[config.mk]
export PLATFORM = sky130hd
export DESIGN_NAME = div_nr_param
export DESIGN_NICKNAME = d
export VERILOG_FILES = /design/src/rtl/div_nr_param.sv
export SDC_FILE = /design/constraint.sdc
export NUM_CORES = 1
export LEC_CHECK = 0
export CAP_MARGIN = 5
export CORE_UTILIZATION = 40
export DETAILED_ROUTE_END_ITERATION = 10
export DONT_BUFFER_PORTS = 1
export PLACE_DENSITY = 0.55
export SLEW_MARGIN = 30
export SYNTH_ARGS = -nofsm -noshare
export SYNTH_HDL_FRONTEND = slang
export SYNTH_SLANG_ARGS = --single-unit
export TNS_END_PERCENT = 50
[constraint.sdc]
create_clock -name clock -period 7.3 [get_ports clock]
set_input_delay 0.365 -clock clock [delete_from_list [all_inputs] [get_ports clock]]
set_output_delay 0.365 -clock clock [all_outputs]
set_load 0.01 [all_outputs]
[src/rtl/div_nr_param.sv]
// Iterative non-restoring divider: 2*WIDTH-bit dividend by WIDTH-bit divisor,
// one add/subtract step per clock, optional two's-complement operands.
module div_nr_param #(
  parameter int WIDTH = 32
) (
  input  logic                   clock,
  input  logic                   reset,
  input  logic                   start,
  input  logic                   signed_mode,
  input  logic [2*WIDTH-1:0]     numerator,
  input  logic [WIDTH-1:0]       denominator,
  output logic                   busy,
  output logic                   done,
  output logic [WIDTH-1:0]       quotient,
  output logic [WIDTH-1:0]       remainder,
  output logic                   div_zero,
  output logic                   overflow
);

  localparam int CW = $clog2(WIDTH);

  typedef enum logic [1:0] {IDLE, ITER, FIX, SIGN} state_t;

  state_t               state;
  logic [WIDTH:0]       prem;
  logic [WIDTH-1:0]     dvd_lo;
  logic [WIDTH-1:0]     qbits;
  logic [WIDTH-1:0]     dvsr;
  logic [CW-1:0]        cnt;
  logic                 sgn, neg_q, neg_r, fault_dz, fault_ov;

  logic [2*WIDTH-1:0]   num_mag;
  logic [WIDTH-1:0]     den_mag;
  logic                 add_sub;
  logic [WIDTH:0]       add_a, add_b, sum;
  logic                 q_ovf;

  assign num_mag = (signed_mode && numerator[2*WIDTH-1]) ? -numerator : numerator;
  assign den_mag = (signed_mode && denominator[WIDTH-1]) ? -denominator : denominator;

  // Single WIDTH+1-bit adder shared by the iteration steps and the final
  // remainder fix-up. Wrapping arithmetic is exact because every partial
  // remainder lies in [-dvsr, dvsr).
  always_comb begin
    add_sub = (state == ITER) && !prem[WIDTH];
    add_a   = (state == FIX) ? prem : {prem[WIDTH-1:0], dvd_lo[WIDTH-1]};
    add_b   = add_sub ? ~{1'b0, dvsr} : {1'b0, dvsr};
    sum     = add_a + add_b + {{WIDTH{1'b0}}, add_sub};
  end

  // Quotient bits taken from the sign of each new partial remainder already
  // equal the standard 2*Qraw+1-2^WIDTH conversion including its -1 fix.
  // Magnitude limit: > 2^(W-1)-1 for positive results, > 2^(W-1) for negative.
  assign q_ovf = qbits[WIDTH-1] && (!neg_q || (|qbits[WIDTH-2:0]));

  always_ff @(posedge clock or posedge reset) begin
    if (reset) begin
      state     <= IDLE;
      busy      <= 1'b0;
      done      <= 1'b0;
      quotient  <= '0;
      remainder <= '0;
      div_zero  <= 1'b0;
      overflow  <= 1'b0;
      prem      <= '0;
      dvd_lo    <= '0;
      qbits     <= '0;
      dvsr      <= '0;
      cnt       <= '0;
      sgn       <= 1'b0;
      neg_q     <= 1'b0;
      neg_r     <= 1'b0;
      fault_dz  <= 1'b0;
      fault_ov  <= 1'b0;
    end else begin
      done <= 1'b0;
      case (state)
        IDLE: if (start) begin
          busy     <= 1'b1;
          div_zero <= 1'b0;
          overflow <= 1'b0;
          sgn      <= signed_mode;
          neg_q    <= signed_mode && (numerator[2*WIDTH-1] ^ denominator[WIDTH-1]);
          neg_r    <= signed_mode && numerator[2*WIDTH-1];
          fault_dz <= (denominator == '0);
          fault_ov <= (denominator != '0) && (num_mag[2*WIDTH-1:WIDTH] >= den_mag);
          prem     <= {1'b0, num_mag[2*WIDTH-1:WIDTH]};
          dvd_lo   <= num_mag[WIDTH-1:0];
          dvsr     <= den_mag;
          cnt      <= '0;
          state    <= ITER;
        end
        ITER: if (fault_dz || fault_ov) begin
          quotient  <= '0;
          remainder <= '0;
          div_zero  <= fault_dz;
          overflow  <= fault_ov;
          done      <= 1'b1;
          busy      <= 1'b0;
          state     <= IDLE;
        end else begin
          prem   <= sum;
          qbits  <= {qbits[WIDTH-2:0], ~sum[WIDTH]};
          dvd_lo <= {dvd_lo[WIDTH-2:0], 1'b0};
          cnt    <= cnt + CW'(1);
          if (cnt == CW'(WIDTH-1)) state <= FIX;
        end
        FIX: begin
          if (prem[WIDTH]) prem <= sum;
          state <= SIGN;
        end
        SIGN: begin
          if (sgn && q_ovf) begin
            quotient  <= '0;
            remainder <= '0;
            overflow  <= 1'b1;
          end else begin
            quotient  <= neg_q ? -qbits : qbits;
            remainder <= neg_r ? -prem[WIDTH-1:0] : prem[WIDTH-1:0];
          end
          done  <= 1'b1;
          busy  <= 1'b0;
          state <= IDLE;
        end
        default: state <= IDLE;
      endcase
    end
  end

endmodule
After elaboration in Yosys (flattened, before gate mapping)
Index checks and enable logic that the tools add are counted.

word-level totals
  register bits = 209
  input bits = 100
  output and inout bits = 68
  logic and storage cells = 105

cells by class
  add/sub/neg operators = 7
  order comparisons = 1
  equality and inequality tests = 10
  muxes and demuxes = 36
  bitwise logic cells = 4
  reduce and logical (&&, ||, !) cells = 29

operators with widths
  operator                                       number
  32-bit two-way mux                             8
  32-bit case mux with 2 select lines            3
  33-bit two-way mux                             5
  33-bit case mux with 3 select lines            1
  32-bit negation                                3
  64-bit two-way mux                             1
  64-bit negation                                1
  33-bit by 1-bit adder with 33-bit output       1
  33-bit adder                                   1
  32-bit inverter with 33-bit output             1
  32-bit >= comparator                           1
  32-bit logical NOT                             1
  32-bit nonzero test                            1
  31-bit OR reduction                            1
  3-bit AND reduction                            4
  5-bit two-way mux                              2
  5-bit case mux with 2 select lines             1
  2-bit inequality test (second input constant)  4
  2-bit case mux with 4 select lines             1
  2-bit AND reduction                            4
  4-bit AND reduction                            2
  1-bit logical AND                              7
  1-bit two-way mux                              7
  2-bit two-way mux                              3
  15 further kinds                               23

Longest topological paths before layout
Gate-level depths: netlist (run 1).

  depth in word-level cells = 7
  depth in mapped cells = 18
  depth with buffers taken out = 18

Worst setup path after synthesis (run 1)
No wires, ideal clock.

  kind = input-to-reg
  from = in numerator[2]
  to = reg fault_ov
  setup time = 127 ps
  arrival = 3923 ps
  required time = 7173 ps
  slack = 3249 ps
  cell stages on the path = 15
  cell sequence = or4_1 -> or4_1 -> or2_2 -> nor4b_2 -> a21o_1 -> xnor2_1 -> ha_1 -> a21o_1 -> a21o_1 -> a21oi_1 -> o21ai_0 -> a21o_1 -> a221o_1 -> a31oi_1 -> o21ai_0

on the way
  longest elaborated chain between the ends = 4

ends and longest elaborated chain
  what                  line  source
  from (decl)           10    input logic [2*WIDTH-1:0] numerator,
  64-bit negation       38    assign num_mag = (signed_mode && numerator[2*WIDTH-1]) ? -numerator : numerator;
  64-bit two-way mux    38
  32-bit >= comparator  86    fault_ov <= (denominator != '0) && (num_mag[2*WIDTH-1:WIDTH] >= den_mag);
  1-bit logical AND     86
  to (signal assigned)  86
  to (decl)             30    logic sgn, neg_q, neg_r, fault_dz, fault_ov;

Every way passes these cells.
A chain may end at the register's enable or synchronous reset.

Worst setup path in the final report (run 1)
  from = reg state[0]
  to = reg qbits[0]

on the way
  longest elaborated chain between the ends = 6
  elaborated cells on any way between the ends = 9

ends and longest elaborated chain
  what                                            line    source
  from (decl)                                     24      state_t state;
  from (signal assigned)                          58      state <= IDLE;
  from (signal assigned)                          91      state <= ITER;
  from (signal assigned)                          100     state <= IDLE;
  2-bit by 1-bit equality test with 1-bit output  45, 77
  1-bit logical AND                               45      add_sub = (state == ITER) && !prem[WIDTH];
  33-bit two-way mux                              47      add_b = add_sub ? ~{1'b0, dvsr} : {1'b0, dvsr};
  33-bit adder                                    48      sum = add_a + add_b + {{WIDTH{1'b0}}, add_sub};
  33-bit by 1-bit adder with 33-bit output        48
  1-bit inverter                                  103     qbits <= {qbits[WIDTH-2:0], ~sum[WIDTH]};
  to (signal assigned)                            103
  to (decl)                                       27      logic [WIDTH-1:0] qbits;

Parallel ways exist; a longest one is shown, timed or not.

==> results of run 1 <==
## power breakdown
group | internal (uW) | switching (uW)
logic | 1810 | 2850
clock network | 813 | 521
registers | 1520 | 417
## how the worst max path moves through the flow
| stage | endpoint | depth (start not counted) |
|---|---|---|
| after global routing | qbits[0]$_DFFE_PP0P_ | 15 |
| after CTS | qbits[0]$_DFFE_PP0P_ | 15 |
| after detailed placement | qbits[0]$_DFFE_PP0P_ | 15 |
| after global placement | qbits[0]$_DFFE_PP0P_ | 15 |
| after floorplan | asynchronous set/reset pin | 1 |
| final | qbits[0]$_DFFE_PP0P_ | 15 |
## worst register-to-register path, delay by kind of cell (launching register included)
kind                     cells  cell delay, ns
AO/OA/AOI/OAI                6            1.69
AND/OR/NAND/NOR              2            0.33
buffers and inverters        3            0.62
adder cells (fa/ha/maj)      2            1.15
multiplexers                 2            0.47
flip-flops                   1            0.44
## area by class of cell
type / count / area share [%]
Clock buffer: 36 / 4.85
Sequential cell: 209 / 32.6
Timing Repair Buffer: 23 / 1.18
Inverter: 39 / 0.959
Clock inverter: 11 / 0.772
Multi-Input combinational cell: 1429 / 56.1
Tap cell: 461 / 3.59
## registers in the layout (all words and copies together), names as in the netlist, named ones only
name	count
quotient	32
neg_r	1
fault_ov	1
dvsr	32
fault_dz	1
busy	1
remainder	32
dvd_lo	32
qbits	32
done	1
sgn	1
state	1
overflow	1
div_zero	1
prem	33
neg_q	1
cnt	5
## metrics by stage
step,std cells,util [%],hold slack [ns],instance area [um^2]
6_report,2208,44.7,0.0338,16000
5_1_grt,2208,44.7,0.0189,16000
3_5_place_dp,2156,42.0,0.370,15100
4_1_cts,2208,44.7,0.00999,16000
3_3_place_gp,2156,42.0,0.362,15100
2_1_floorplan,1772,-,0.446,14700
## cell families after synthesis
logic type               synth area share, %
AND/OR/NAND/NOR                         18.5
AO/OA/AOI/OAI                           21.6
flip-flops                              35.5
XOR/XNOR                                11.8
buffers and inverters                   3.68
adder cells (fa/ha/maj)                 6.42
multiplexers                            2.45
## routing by layer
metal	vias up	wire length (um)	part of all wire (%)	global-route usage, %
li1	6220	-	-	-
met1	5867	21000	49	33.4
met2	308	17800	42	33.9
met3	46	3160	7.4	5.72
met4	0	680	1.6	4.61
met5	-	0	0	0
## timing repair
action,CTS,global route
hold buffers,5,0
endpoints found under the hold margin,93,0
setup buffers,0,0
## cell usage in the layout (no fill, tap or decap), drive strengths merged, types with 12 or more instances in the layout
| cell | instances |
|---|---|
| nand2 | 323 |
| a31oi | 22 |
| or3 | 25 |
| nand3 | 12 |
| nor2 | 97 |
| a21o | 31 |
| dfrtp | 209 |
| o31ai | 52 |
| xor2 | 106 |
| ha | 74 |
| buf | 18 |
| nor3 | 32 |
| or4 | 17 |
| inv | 38 |
| nand4 | 15 |
| nor4 | 24 |
| clkbuf | 36 |
| o41ai | 17 |
| nor2b | 12 |
| mux2 | 25 |
| o21ai | 199 |
| xnor2 | 92 |
| a21oi | 114 |
| o21a | 13 |
| nand2b | 19 |
==> flow_metrics.tcl, run 1 <==
set metrics [dict create \
    crit_buf_inv 3 \
    r2r_cells 15 \
    core_area_um2 35900 \
    power_leakage_uw 0.00682 \
    grt_pass1_wl_mm 69.0 \
    start_kind "flop" \
    tightest_slew_ns 0.941 \
    path_class "reg -> reg" \
    ys_seq_area_share_pct 35.5 \
    ir_worst_vdd_mv 0.223 \
    ys.flop_type "dfrtp_1" \
    max-cap-violations 0 \
    via_per_inst 5.63 \
    ys_ff_latch 209 \
    r2r-start "state[0]$_DFFE_PP0P_" \
    cts_tree "built" \
    cts_resized 0 \
    clkTransAtPathRegs_ns 0.06 \
    p_total_uw 7930 \
    syn_avg_cell_area_um2 8.31 \
    ant_nets 0 \
    yosysWarnings 0 \
    setup_viol 0 \
    io_buffers 0 \
    layout.nets 1903 \
    clock_latency_ns 0.55 \
    synth_top_area_cell "dfrtp_1" \
    diodes 0 \
    path_max_fanout 21 \
    fin_worst_skew_ns 0.0176 \
    dp_hpwl_mm 32.4 \
    hold_class "in -> reg" \
    die_area_um2 37600 \
    wl_mm 42.6 \
    synth_area_um2 14700 \
    fin_ws_ns 2.46 \
    rr_endpoint "qbits[0]$_DFFE_PP0P_" \
    grt-ovfl-total 0 \
    crit_start "state[0]$_DFFE_PP0P_" \
    ios 168 \
    ys_top_cells_by_count "nand2_1 (323), dfrtp_1 (209), o21ai_0 (146), a21oi_1 (114), xor2_1 (106)" \
    antenna_found_initial 0 \
    cts_root_buf "clkbuf_16" \
    track_usage_pct 22.8 \
    synthArstFlopShare_pct 100 \
    drt_iter0_drc 816 \
    syn_inst 1772 \
    firstDrtPassIters 5 \
    hold_viol_final 0 \
    holdPathEnd "fault_ov$_DFFE_PP0P_" \
    yosysMostFrequentCell "nand2_1" \
    cp_cell_sequence "inv_1 > ha_1 > buf_4 > mux2i_1 > mux2i_1 > inv_1 > fa_1 > nand2b_1 > a21oi_1 > o221ai_1 > a21oi_1 > nor2_1 > o21ai_0 > o21a_1 > o221ai_1" \
    post-route-min-period_ns 4.84 \
    place_ws_ns 2.52 \
    cts_made_buffers 26 \
    netlist.area_leader.share_pct 35.5 \
    ys_types 67 \
    regArea_um2 5230 \
    rsz0062_at_grt "no" \
    r2r_slack_ns 2.46 \
    slew_violations 0 \
    areaGrowthSynthToFinish_pct 8.92 \
    dieWidth_um 194 \
    first_global_vias 12231 \
    powerDensity_nw_per_um2 494 \
    initial_core_util_pct 41.0 \
    crit_arrival_ns 5.24 \
    drc 0 \
    synth_edf_count 0 \
    tns_ns 0 \
    cts_sinks 209 \
    n_fill_cell 3646 \
    wl_per_cell_um 19.3 \
    maxSlewHeadroom_pct 37.2 \
    cp_data_required_time_ns 7.71 \
    cp_slowest_cell "ha_1" \
    die_y_um 194 \
    fin_crit_sh_pct 66.3 \
    syn_nets 1947 \
    h-tree-depth 1 \
    holdCritStartpoint "denominator[31]" \
    grt_max_degree 90 \
    min_path_cells 2 \
    outcome "completed" \
    drive_gt1_share_pct 6.24 \
    row_count 69 \
    vias 12441 \
    critPathTopFamily "compound AO/OA/AOI/OAI gates" \
    multiInputGateArea_um2 9000 \
    cp-end-kind "flop" \
    cts.path.max_buffers 3 \
    clock.fmax_mhz 207 \
    cpPeakStageDelay_ns 0.74 \
    gp_congestion 0.935 \
    synthTopCellsByArea "dfrtp_1 (35%), nand2_1 (8.2%), xor2_1 (6.3%)" \
]
Power figures use the tool's default switching activity.
==> inputs of run 2 (changes only) <==
Clock period 7.3 ns to 4.7 ns, I/O delays scaled along.
==> flow_metrics.tcl, run 2 (same netlist as run 1, synthesis figures left out) <==
set metrics [dict create \
    crit_arrival_ns 4.54 \
    setup_viol 0 \
    h-tree-depth 1 \
    ant_nets 0 \
    critPathTopFamily "simple AND/OR/NAND/NOR gates" \
    cts_setup_buffers 0 \
    regArea_um2 5230 \
    clkPwrFrac_pct 16.3 \
    row_count 69 \
    wl_per_cell_um 19.6 \
    tightest_slew_ns 0.801 \
    drt_iter0_drc 738 \
    cp_cell_sequence "dlygate4sd3_1 > inv_1 > ha_1 > nor3b_1 > and2_1 > nand3_1 > nor4_1 > nand2_1 > o21ai_0 > xnor2_1 > ha_1 > a21o_1 > a21o_1 > a21oi_1 > o21a_1 > o21ai_0 > a221o_1 > a31oi_1 > o21ai_0" \
    clkTransAtPathRegs_ns 0.06 \
    wl_mm 44.4 \
    max-cap-violations 0 \
    fin_crit_sh_pct 87.6 \
    antenna_found_initial 0 \
    core_area_um2 35900 \
    cp_slowest_cell "dlygate4sd3_1" \
    clock_latency_ns 0.54 \
    crit_buf_inv 2 \
    switching_share_pct 47.9 \
    cts_root_buf "clkbuf_16" \
    ir_worst_vdd_mv 0.452 \
    areaGrowthSynthToFinish_pct 12.3 \
    n_fill_cell 3601 \
    grt_pass1_wl_mm 71.3 \
    p_sw_uw 5970 \
    multiInputGateArea_um2 9000 \
    die_y_um 194 \
    cts_made_buffers 26 \
    gp_congestion 0.875 \
    design_area_um2 16500 \
    cp-end-kind "flop" \
    start_kind "primary input" \
    cp_data_required_time_ns 5.12 \
    ios 168 \
    hold_viol_final 0 \
    fin_cells 2260 \
    drc 0 \
    die_area_um2 37600 \
    initial_core_util_pct 41.0 \
    final_common_cell "nand2_1" \
    grt_max_degree 126 \
    diodes 0 \
    via_per_inst 5.65 \
    cts.path.max_buffers 3 \
    path_max_fanout 5 \
    first_global_vias 12709 \
    vias 12773 \
    post-route-min-period_ns 4.12 \
    p_int_uw 6490 \
    tns_ns 0 \
    clock.fmax_mhz 243 \
    cts_tree "built" \
    grt-ovfl-total 0 \
    largest-register "prem" \
    crit_path_frequent_cell "o21ai_0" \
    firstDrtPassIters 5 \
    outcome "completed" \
    dieWidth_um 194 \
    timing.hold.ws_ns 0.0133 \
    placed_area_um2 15200 \
    final_cell_mix "nand2_1 (322), dfrtp_1 (208), o21ai_0 (146)" \
    p_total_uw 12500 \
    dp_cells 2171 \
    cpPeakStageDelay_ns 0.53 \
    hold_class "in -> reg" \
    r2r_slack_ns 0.69 \
    p_seq_share_pct 24.2 \
    power_leakage_uw 0.00703 \
    combPwrFrac_pct 59.5 \
    drive_gt1_share_pct 6.56 \
    io_buffers 0 \
    fin_worst_skew_ns 0.00807 \
    maxSlewHeadroom_pct 46.6 \
    cts_sinks 209 \
    powerDensity_nw_per_um2 753 \
    largest_reg_flops 33 \
    path_class "in -> reg" \
    rsz0062_at_grt "no" \
    layout.nets 1955 \
    dp_hpwl_mm 33.2 \
    cts_resized 0 \
    track_usage_pct 23.6 \
    slew_violations 0 \
]
[run 2: changes by cell type in the layout (fill, tap and decap cells not counted), sizes merged]
cell,before,now
buf,18,34
clkinvlp,0,3
clkinv,10,4
inv,38,37
dlygate4sd3,5,41
clkbuf,36,40
[run 2: final cells by class]
type | instances | share of cell area [%]
clock buffer | 40 | 4.61
clock inverter | 7 | 0.613
inverter | 39 | 0.908
multi-input combinational | 1429 | 54.4
sequential | 209 | 31.6
tap | 461 | 3.49
timing repair buffer | 75 | 4.32
[run 2: final timing paths]
check / from / to / depth (start not counted)
setup / recovery: numerator[0] / fault_ov$_DFFE_PP0P_ / 19
hold / removal: numerator[48] / prem[16]$_DFFE_PP0P_ / 2
min in group asynchronous: reset / remainder[11]$_DFFE_PP0P_ / 2
hold reg to reg: dvd_lo[30]$_DFFE_PP0P_ / dvd_lo[30]$_DFFE_PP0P_ / 2
setup reg to reg: state[0]$_DFFE_PP0P_ / prem[31]$_DFFE_PP0P_ / 14
max in group asynchronous: reset / neg_r$_DFFE_PP0P_ / 3
[run 2: metrics by stage]
step / setup slack, ns / utilization (%)
after floorplan: 0.684 / -
after global placement: 0.597 / 42.4
after detailed placement: 0.492 / 42.4
after CTS: 0.566 / 46.0
after global routing: 0.241 / 46.1
final: 0.585 / 46.1
[run 2: worst register-to-register path: stages, from the launching register on]
cell       delay (ns)
dfrtp_1          0.44
inv_1            0.14
ha_1             0.35
buf_12           0.24
mux2_2           0.39
ha_1             0.42
a21oi_1          0.34
o211a_1          0.21
o31ai_1          0.08
a2111oi_0        0.31
buf_4            0.21
nor4_1           0.07
o31a_1           0.27
o311ai_0         0.29
o21a_1           0.18
[run 2: routing by layer]
layer	up-vias	global-route usage, %	wire length (um)
met5	-	0.128	0
met4	0	5.67	845
met3	55	5.22	3410
met2	384	35.3	18500
met1	6008	34.5	21600
li1	6326	-	-
[run 2: timing repair]
action | CTS | global route
hold buffers | 41 | 0
hold endpoints to repair | 54 | 0
setup endpoints to repair | 0 | 0
[run 2: power groups by stage]
stage               registers [uW]  logic (uW)  clock network, uW
CTS                           3000        7320               2090
finish                        3010        7420               2030
global route                  3110        8240               2150
global placement              3010        7280                  0
floorplan                     2770        5650                  0
detailed placement            3030        7260                  0
==> inputs of run 3 (changes only) <==
Settings changed: CTS_CLUSTER_SIZE set to 20, RECOVER_POWER set to 25.
Clock period 4.7 ns to 5.1 ns, I/O delays scaled along.
==> flow_metrics.tcl, run 3 (same netlist as run 1, synthesis figures left out) <==
set metrics [dict create \
    first_global_vias 12455 \
    maxSlewHeadroom_pct -128 \
    drt_iter0_drc 878 \
    largest-register "prem" \
    r2r_cells 14 \
    vias 12774 \
    row_count 69 \
    wl_per_cell_um 19.6 \
    hold_buffers 40 \
    grt-ovfl-total 0 \
    cp-end-kind "flop" \
    fin_crit_sh_pct 81.3 \
    timing.hold.ws_ns 0.0289 \
    path_max_fanout 6 \
    crit_start "numerator[0]" \
    clock.fmax_mhz 241 \
    cts_resized 0 \
    wl_mm 44.1 \
    cts_setup_buffers 0 \
    start_kind "primary input" \
    cts_made_buffers 27 \
    slew_violations 205 \
    tightest_slew_ns 3.42 \
    final_common_cell "nand2_1" \
    cts_sinks 209 \
    hold_viol_final 0 \
    grt_pass1_wl_mm 70.9 \
    h-tree-depth 1 \
    final_cell_mix "nand2_1 (322), dfrtp_1 (208), o21ai_0 (146)" \
    layout.nets 1943 \
    cts.path.max_buffers 3 \
    placed_area_um2 15100 \
    die_y_um 194 \
    final_util_pct 45.7 \
    largest_reg_flops 33 \
    regArea_um2 5230 \
    violations "max-capacitance violations, max-slew violations" \
    hold_class "in -> reg" \
    p_total_uw 11500 \
    rr_endpoint "prem[31]$_DFFE_PP0P_" \
    setup_viol 0 \
    io_buffers 0 \
    cts_root_buf "clkbuf_16" \
    cts_tree "built" \
    grt_max_degree 130 \
    max-cap-violations 2 \
    design_area_um2 16400 \
    fin_worst_skew_ns 0.00717 \
    n_fill_cell 3594 \
    ios 168 \
    firstDrtPassIters 5 \
    r2r-start "state[0]$_DFFE_PP0P_" \
    path_class "in -> reg" \
    crit_arrival_ns 4.58 \
    track_usage_pct 23.5 \
    ant_nets 0 \
    dieWidth_um 194 \
    tns_ns 0 \
    powerDensity_nw_per_um2 700 \
    initial_core_util_pct 41.0 \
    ir_worst_vdd_mv 0.315 \
    via_per_inst 5.68 \
    cp_data_required_time_ns 5.53 \
    diodes 0 \
    post-route-min-period_ns 4.15 \
    dp_hpwl_mm 32.9 \
    areaGrowthSynthToFinish_pct 11.4 \
    outcome "finished with violations" \
    rsz0062_at_grt "no" \
    drive_gt1_share_pct 5.98 \
    multiInputGateArea_um2 9000 \
    gp_congestion 0.904 \
    clkTransAtPathRegs_ns 0.06 \
    core_area_um2 35900 \
    die_area_um2 37600 \
    antenna_found_initial 0 \
    clock_latency_ns 0.55 \
    drc 0 \
    r2r_slack_ns 0.98 \
    power_leakage_uw 0.00696 \
    timing.critical_path.to "fault_ov$_DFFE_PP0P_" \
]
==> run 3: per-stage QoR <==
step / setup slack [ns] / instances
finish: 0.953 / 2249
global route: 0.368 / 2249
CTS: 0.935 / 2249
detailed placement: 0.784 / 2160
global placement: 0.875 / 2160
floorplan: 1.08 / 1772
==> run 3: how the worst min path moves through the flow <==
stage                          startpoint                        end  slack [ns]  depth (start not counted)
final                       numerator[28]     dvd_lo[28]$_DFFE_PP0P_        0.03                          4
after global routing        numerator[48]       prem[16]$_DFFE_PP0P_        0.03                          2
after CTS                   numerator[48]       prem[16]$_DFFE_PP0P_       0.009                          2
after detailed placement            reset  remainder[13]$_DFFE_PP0P_        0.06                          1
after global placement              reset  remainder[13]$_DFFE_PP0P_        0.06                          1
after floorplan           denominator[31]       fault_dz$_DFFE_PP0P_        0.35                          1
==> run 3: area by class of cell <==
| type | instances | share of cell area [%] |
|---|---|---|
| clock inverters | 7 | 0.488 |
| repair buffers | 62 | 3.52 |
| clock buffers | 42 | 4.89 |
| flip-flops and latches | 209 | 31.9 |
| multi-input cells | 1429 | 54.8 |
| well taps | 461 | 3.51 |
| inverters | 39 | 0.900 |
==> run 3: worst max-delay path, cell delays in order <==
cell	delay, ns
dlygate4sd3_1	0.54
inv_1	0.08
ha_1	0.17
nor3b_1	0.46
and2_1	0.25
nand4_1	0.31
nor4_1	0.78
a31o_2	0.27
xnor2_1	0.21
ha_1	0.32
nand2_1	0.08
o21ai_0	0.08
a21o_1	0.18
a221o_1	0.34
a31oi_1	0.14
o21ai_0	0.10
==> run 3: where the power goes <==
group | internal, uW | switching (uW) | total, uW
clock | 1130 | 748 | 1880
sequential | 2170 | 617 | 2790
combinational | 2620 | 4200 | 6830
total | 5930 | 5570 | 11500
==> run 3: routing by layer <==
layer	global-route usage (%)	up-vias	wire, um
met5	0	-	0
met4	4.61	0	671
met3	5.39	43	3600
met2	34.6	400	18300
met1	34.9	6037	21500
li1	-	6294	-
